[src/rtl/muldiv_unit_pkg.sv]
// Shared definitions for the RV32M multiply/divide unit.
// The ALUOp codes below must track the values in the shared constants.vh.
package muldiv_unit_pkg;

  localparam int MD_XLEN = 32;

  localparam logic [4:0] ALU_ADD    = 5'd0;
  localparam logic [4:0] ALU_MUL    = 5'd10;
  localparam logic [4:0] ALU_MULH   = 5'd11;
  localparam logic [4:0] ALU_MULHSU = 5'd12;
  localparam logic [4:0] ALU_MULHU  = 5'd13;
  localparam logic [4:0] ALU_DIV    = 5'd14;
  localparam logic [4:0] ALU_DIVU   = 5'd15;
  localparam logic [4:0] ALU_REM    = 5'd16;
  localparam logic [4:0] ALU_REMU   = 5'd17;

endpackage

[src/rtl/muldiv_unit_div_step.sv]
// One restoring-division iteration: shift rem:quo left by one,
// trial-subtract the divisor and shift in the quotient bit.
module div_step #(
  parameter int XLEN = 32
) (
  input  logic [XLEN-1:0] rem_in,
  input  logic [XLEN-1:0] quo_in,
  input  logic [XLEN-1:0] divisor,
  output logic [XLEN-1:0] rem_out,
  output logic [XLEN-1:0] quo_out
);

  logic [XLEN:0] rem_sh;
  logic [XLEN:0] diff;

  // rem_in < divisor, so the shifted remainder always fits in XLEN+1 bits
  assign rem_sh = {rem_in, quo_in[XLEN-1]};
  assign diff   = rem_sh - {1'b0, divisor};

  always_comb begin
    rem_out = rem_sh[XLEN-1:0];
    quo_out = {quo_in[XLEN-2:0], 1'b0};
    if (!diff[XLEN]) begin
      rem_out = diff[XLEN-1:0];
      quo_out = {quo_in[XLEN-2:0], 1'b1};
    end
  end

endmodule

[src/rtl/muldiv_unit.sv]
// EX-stage RV32M unit: single-cycle multiplies, iterative restoring divide.
// Holds the pipeline via stall until the registered result is valid.
//   state | meaning
//   IDLE  | waiting for an M op; multiplies and divide special cases finish here
//   DIV   | one restoring step per cycle, XLEN cycles
//   FIX   | apply sign corrections, select quotient or remainder
//   DONE  | done pulse, EX advances
module muldiv_unit
  import muldiv_unit_pkg::*;
#(
  parameter int XLEN = MD_XLEN
) (
  input  logic            clock,
  input  logic            reset,
  input  logic            start,
  input  logic            flush,
  input  logic [4:0]      ALUOp,
  input  logic [XLEN-1:0] in_a,
  input  logic [XLEN-1:0] in_b,
  output logic [XLEN-1:0] result,
  output logic            done,
  output logic            stall
);

  localparam int CW = $clog2(XLEN);
  localparam logic [XLEN-1:0] INT_MIN = {1'b1, {(XLEN-1){1'b0}}};

  typedef enum logic [1:0] {S_IDLE, S_DIV, S_FIX, S_DONE} state_t;

  state_t          state;
  logic [CW-1:0]   count;
  logic [XLEN-1:0] rem, quo, dvsr;
  logic [XLEN-1:0] rem_nx, quo_nx;
  logic            sign_q, sign_r, is_rem;

  logic            is_md, is_mul, op_signed, op_rem;
  logic            a_sx, b_sx;
  logic [XLEN-1:0] a_abs, b_abs, mul_res;
  logic signed [XLEN:0]     a_ext, b_ext;
  logic signed [2*XLEN-1:0] prod;

  assign is_md = ALUOp inside {ALU_MUL, ALU_MULH, ALU_MULHSU, ALU_MULHU,
                               ALU_DIV, ALU_DIVU, ALU_REM, ALU_REMU};

  always_comb begin
    is_mul    = ALUOp inside {ALU_MUL, ALU_MULH, ALU_MULHSU, ALU_MULHU};
    op_signed = ALUOp inside {ALU_DIV, ALU_REM};
    op_rem    = ALUOp inside {ALU_REM, ALU_REMU};
    a_sx      = ALUOp inside {ALU_MUL, ALU_MULH, ALU_MULHSU};
    b_sx      = ALUOp inside {ALU_MUL, ALU_MULH};
  end

  // 33x33 signed product; only the low 2*XLEN bits are ever needed
  assign a_ext   = {a_sx & in_a[XLEN-1], in_a};
  assign b_ext   = {b_sx & in_b[XLEN-1], in_b};
  assign prod    = (2*XLEN)'(a_ext) * (2*XLEN)'(b_ext);
  assign mul_res = (ALUOp == ALU_MUL) ? prod[XLEN-1:0] : prod[2*XLEN-1:XLEN];

  assign a_abs = (op_signed && in_a[XLEN-1]) ? -in_a : in_a;
  assign b_abs = (op_signed && in_b[XLEN-1]) ? -in_b : in_b;

  div_step #(.XLEN(XLEN)) u_div_step (
    .rem_in  (rem),
    .quo_in  (quo),
    .divisor (dvsr),
    .rem_out (rem_nx),
    .quo_out (quo_nx)
  );

  assign stall = reset & (((state == S_IDLE) & start & is_md) |
                          (state == S_DIV) | (state == S_FIX));

  always_ff @(posedge clock or negedge reset) begin
    if (!reset) begin
      state  <= S_IDLE;
      result <= '0;
      done   <= 1'b0;
      count  <= '0;
      rem    <= '0;
      quo    <= '0;
      dvsr   <= '0;
      sign_q <= 1'b0;
      sign_r <= 1'b0;
      is_rem <= 1'b0;
    end else begin
      done <= 1'b0;
      if (flush) begin
        state <= S_IDLE;
      end else begin
        case (state)
          S_IDLE: begin
            if (start && is_md) begin
              if (is_mul) begin
                result <= mul_res;
                done   <= 1'b1;
                state  <= S_DONE;
              end else if (in_b == '0) begin
                result <= op_rem ? in_a : '1;
                done   <= 1'b1;
                state  <= S_DONE;
              end else if (op_signed && in_a == INT_MIN && in_b == '1) begin
                result <= op_rem ? '0 : in_a;
                done   <= 1'b1;
                state  <= S_DONE;
              end else begin
                rem    <= '0;
                quo    <= a_abs;
                dvsr   <= b_abs;
                count  <= CW'(XLEN - 1);
                sign_q <= op_signed & (in_a[XLEN-1] ^ in_b[XLEN-1]);
                sign_r <= op_signed & in_a[XLEN-1];
                is_rem <= op_rem;
                state  <= S_DIV;
              end
            end
          end
          S_DIV: begin
            rem <= rem_nx;
            quo <= quo_nx;
            if (count == '0) state <= S_FIX;
            else             count <= count - 1'b1;
          end
          S_FIX: begin
            if (is_rem) result <= sign_r ? -rem : rem;
            else        result <= sign_q ? -quo : quo;
            done  <= 1'b1;
            state <= S_DONE;
          end
          S_DONE:  state <= S_IDLE;
          default: state <= S_IDLE;
        endcase
      end
    end
  end

endmodule

[config.mk]
export PLATFORM = sky130hd
export DESIGN_NAME = muldiv_unit
export DESIGN_NICKNAME = d
export VERILOG_FILES = /design/src/rtl/muldiv_unit_pkg.sv /design/src/rtl/muldiv_unit_div_step.sv /design/src/rtl/muldiv_unit.sv
export SDC_FILE = /design/constraint.sdc
export NUM_CORES = 2
export LEC_CHECK = 0
export CAP_MARGIN = 20
export CORE_MARGIN = 1.5
export CORE_UTILIZATION = 45
export CTS_CLUSTER_DIAMETER = 80
export DETAILED_ROUTE_END_ITERATION = 6
export SYNTH_ARGS = -nofsm -noshare
export SYNTH_HDL_FRONTEND = slang
export SYNTH_SLANG_ARGS = --single-unit
[constraint.sdc]
create_clock -name clock -period 4.3 [get_ports clock]
set_input_delay 1.29 -clock clock [delete_from_list [all_inputs] [get_ports clock]]
set_output_delay 1.29 -clock clock [all_outputs]
set_load 0.05 [all_outputs]
==> flow_metrics.py <==
metrics = {
    "run_status": {
        "outcome": "finished, violations left",
        "violations": "setup timing",
    },
    "critical_path": {
        "slowest_delay_ps": 540,
        "cpMostUsedCell": "fa_1",
        "crit_path_top_delay_cell": "fa_1",
        "startpoint_type": "primary input",
        "worstPathRequired_ps": 4610,
        "worstPathArrival_ps": 8980,
        "crit_fanout": 6,
        "critical_path_class": "primary input to flop",
        "end_kind": "flop",
        "critPathTopFamily": "adder cells",
        "crit_buf_inv": 8,
    },
    "grt": {
        "track_usage": 0.321,
        "grt_pass1_wl_mm": 271,
        "grt_pass1_vias": 44446,
        "grt_antenna_before_repair": 12,
        "gr-total-overflow": 0,
        "grt_max_degree": 73,
    },
    "final_layout": {
        "final_nets": 7765,
        "final_cells": 7749,
        "syn_to_final_growth_pct": 22.5,
        "final_cell_area_sq_um": 60700,
        "drive_above_1_share": 0.195,
    },
    "detailed_routing": {
        "first_iter_violations": 3292,
        "drt-pass1-iter-count": 6,
        "via_per_inst": 5.44,
        "drc": 0,
        "vias": 42181,
        "wire_per_inst_um": 22.7,
        "drtAntennaViolNets": 0,
        "drt-total-wl_mm": 176,
    },
    "yosys": {
        "yosys-top-cells-area": "fa_1, inv_1, nand2_1",
        "synth.most_common_cell": "inv_1",
        "synth-seq-cells": 139,
        "ys_types": 83,
        "yosys.area.top_type": "fa_1",
        "synth_top_cells_by_count": "inv_1, fa_1, nand2_1",
        "ys_warn_count": 0,
        "synth_nets": 7199,
        "syn_area_sq_um": 49500,
        "synth_top_flop_cell": "dfrtp_1",
        "synth_top_area_share": 0.455,
        "syn_area_per_cell_sq_um": 8.62,
        "synth_async_sr_flop_share": 1.00,
        "synth_edf_count": 0,
        "syn_inst": 5745,
        "ys_seq_area_frac": 0.0702,
    },
    "timing": {
        "rsz0062_at_grt": "true",
        "finalWorstSetupSlack_ps": -4370,
        "fin_skew_ps": 7.50,
        "worst_slew_pin_slew_ps": 1020,
        "max-slew-margin-rel": 0.320,
        "fmax_mhz": 115,
        "slew_viol_final": 0,
        "fin_crit_ps": 8670,
        "final_hold_viol_count": 0,
        "setup_viol": 32,
        "min_period_over_period": 2.02,
    },
    "clocking": {
        "cts_made_buffers": 17,
        "postCtsHoldBufs": 0,
        "insertion_delay_ps": 440,
        "htree_levels": 4,
        "clk_pin_slew_ps": 60,
        "numClockSinks": 139,
        "root_buffer": "clkbuf_16",
        "clk_path_buf_depth": 2,
        "cts_tree": "yes",
    },
    "placement": {
        "placed_cells": 7621,
        "io_buffer_count": 106,
        "place_congestion": 0.966,
        "dpl.hpwl_mm": 145,
        "postPlaceCellArea_sq_um": 57600,
    },
    "floorplanning": {
        "die_x_um": 335,
        "core-area_sq_um": 109000,
        "dieArea_sq_um": 112000,
        "die_y_um": 335,
        "row_count": 121,
        "ios": 107,
        "start_util": 0.454,
    },
    "flow_run": {
        "maxCapViolCount": 0,
    },
    "min_path": {
        "min_path_type": "flop to flop",
    },
}
tightest hold or removal path: stages, from the launching register on:
cell	delay, ps
dfrtp_1	350
nand2_1	50
o21ai_1	60
layout by cell type (no fill, tap or decap), types with 22 or more instances in the layout:
cell type and count:
inv_1 1190, fa_1 1086, nand2_1 914, buf_4 664, and2_1 285, ha_1 222, nor2_1 178, a21oi_1 178
o21ai_0 139, dfrtp_1 139, xnor2_1 123, buf_12 88, xor2_1 75, buf_6 70, a21o_1 63, nand3_1 58
inv_2 43, clkdlybuf4s50_1 41, fa_2 40, a21oi_2 35, o31ai_1 35, ha_4 32, nand4_1 27, o211ai_1 26
o311ai_0 22
cells by family after synthesis:
| family | share of synthesized area |
|---|---|
| compound gates | 0.0933 |
| xor+xnor | 0.0378 |
| fa+ha+maj | 0.520 |
| buf+inv | 0.122 |
| flops | 0.0702 |
| mux | 0.00293 |
| simple gates | 0.155 |
cell type report:
| type | count | area, sq um |
|---|---|---|
| fill | 9847 | 48400 |
| multi-input combinational | 4006 | 41600 |
| timing repair buffer | 909 | 8490 |
| inverter | 1238 | 4660 |
| sequential | 139 | 3480 |
| tap | 1414 | 1770 |
| clock buffer | 23 | 488 |
| clock inverter | 9 | 88.8 |
| antenna | 11 | 27.5 |
sequential cells by signal (all words and copies together), names as in the netlist:
signal  flops
rem        32
is_rem      1
sign_r      1
count       5
result     32
done        1
dvsr       32
sign_q      1
state       2
quo        32
through the flow:
stage / setup WS (ps) / utilization / setup TNS, ps / hold WS, ps
2_1_floorplan: -4420 / - / -123500 / 461
3_3_place_gp: -5170 / 0.529 / -192940 / 480
3_5_place_dp: -5290 / 0.529 / -200450 / 483
4_1_cts: -4400 / 0.551 / -129080 / 498
5_1_grt: -4530 / 0.556 / -134480 / 535
6_report: -4370 / 0.556 / -128100 / 499
what timing repair did:
action / in CTS / in global routing
pin swaps: 217 / 145
setup buffers: 68 / 24
gates cloned: 8 / 0
endpoints found under the setup margin: 66 / 99
resized for setup: 328 / 125
routing by layer:
layer | GRT usage | part of all wire | routed length (um)
met1 | 0.424 | 0.40 | 70700
met4 | 0.158 | 0.062 | 10800
met5 | 0 | 0.00015 | 27
met2 | 0.522 | 0.46 | 81600
met3 | 0.0426 | 0.071 | 12500
final timing paths:
path | start | end | slack, ps | depth (start not counted)
setup / recovery | ALUOp[1] | result[24]$_DFFE_PN0P_ | -4370 | 31
hold / removal | result[10]$_DFFE_PN0P_ | result[10]$_DFFE_PN0P_ | 500 | 2
setup reg to reg | quo[31]$_DFFE_PN0P_ | rem[23]$_DFFE_PN0P_ | 280 | 17
hold reg to reg | result[10]$_DFFE_PN0P_ | result[10]$_DFFE_PN0P_ | 500 | 2
max in group asynchronous | reset | result[30]$_DFFE_PN0P_ | 2420 | 2
min in group asynchronous | reset | count[3]$_DFFE_PN0P_ | 650 | 1
Power is left out: the tool's default activity adds up to more than one toggle a clock period on the data nets, which glitch-free logic cannot reach.
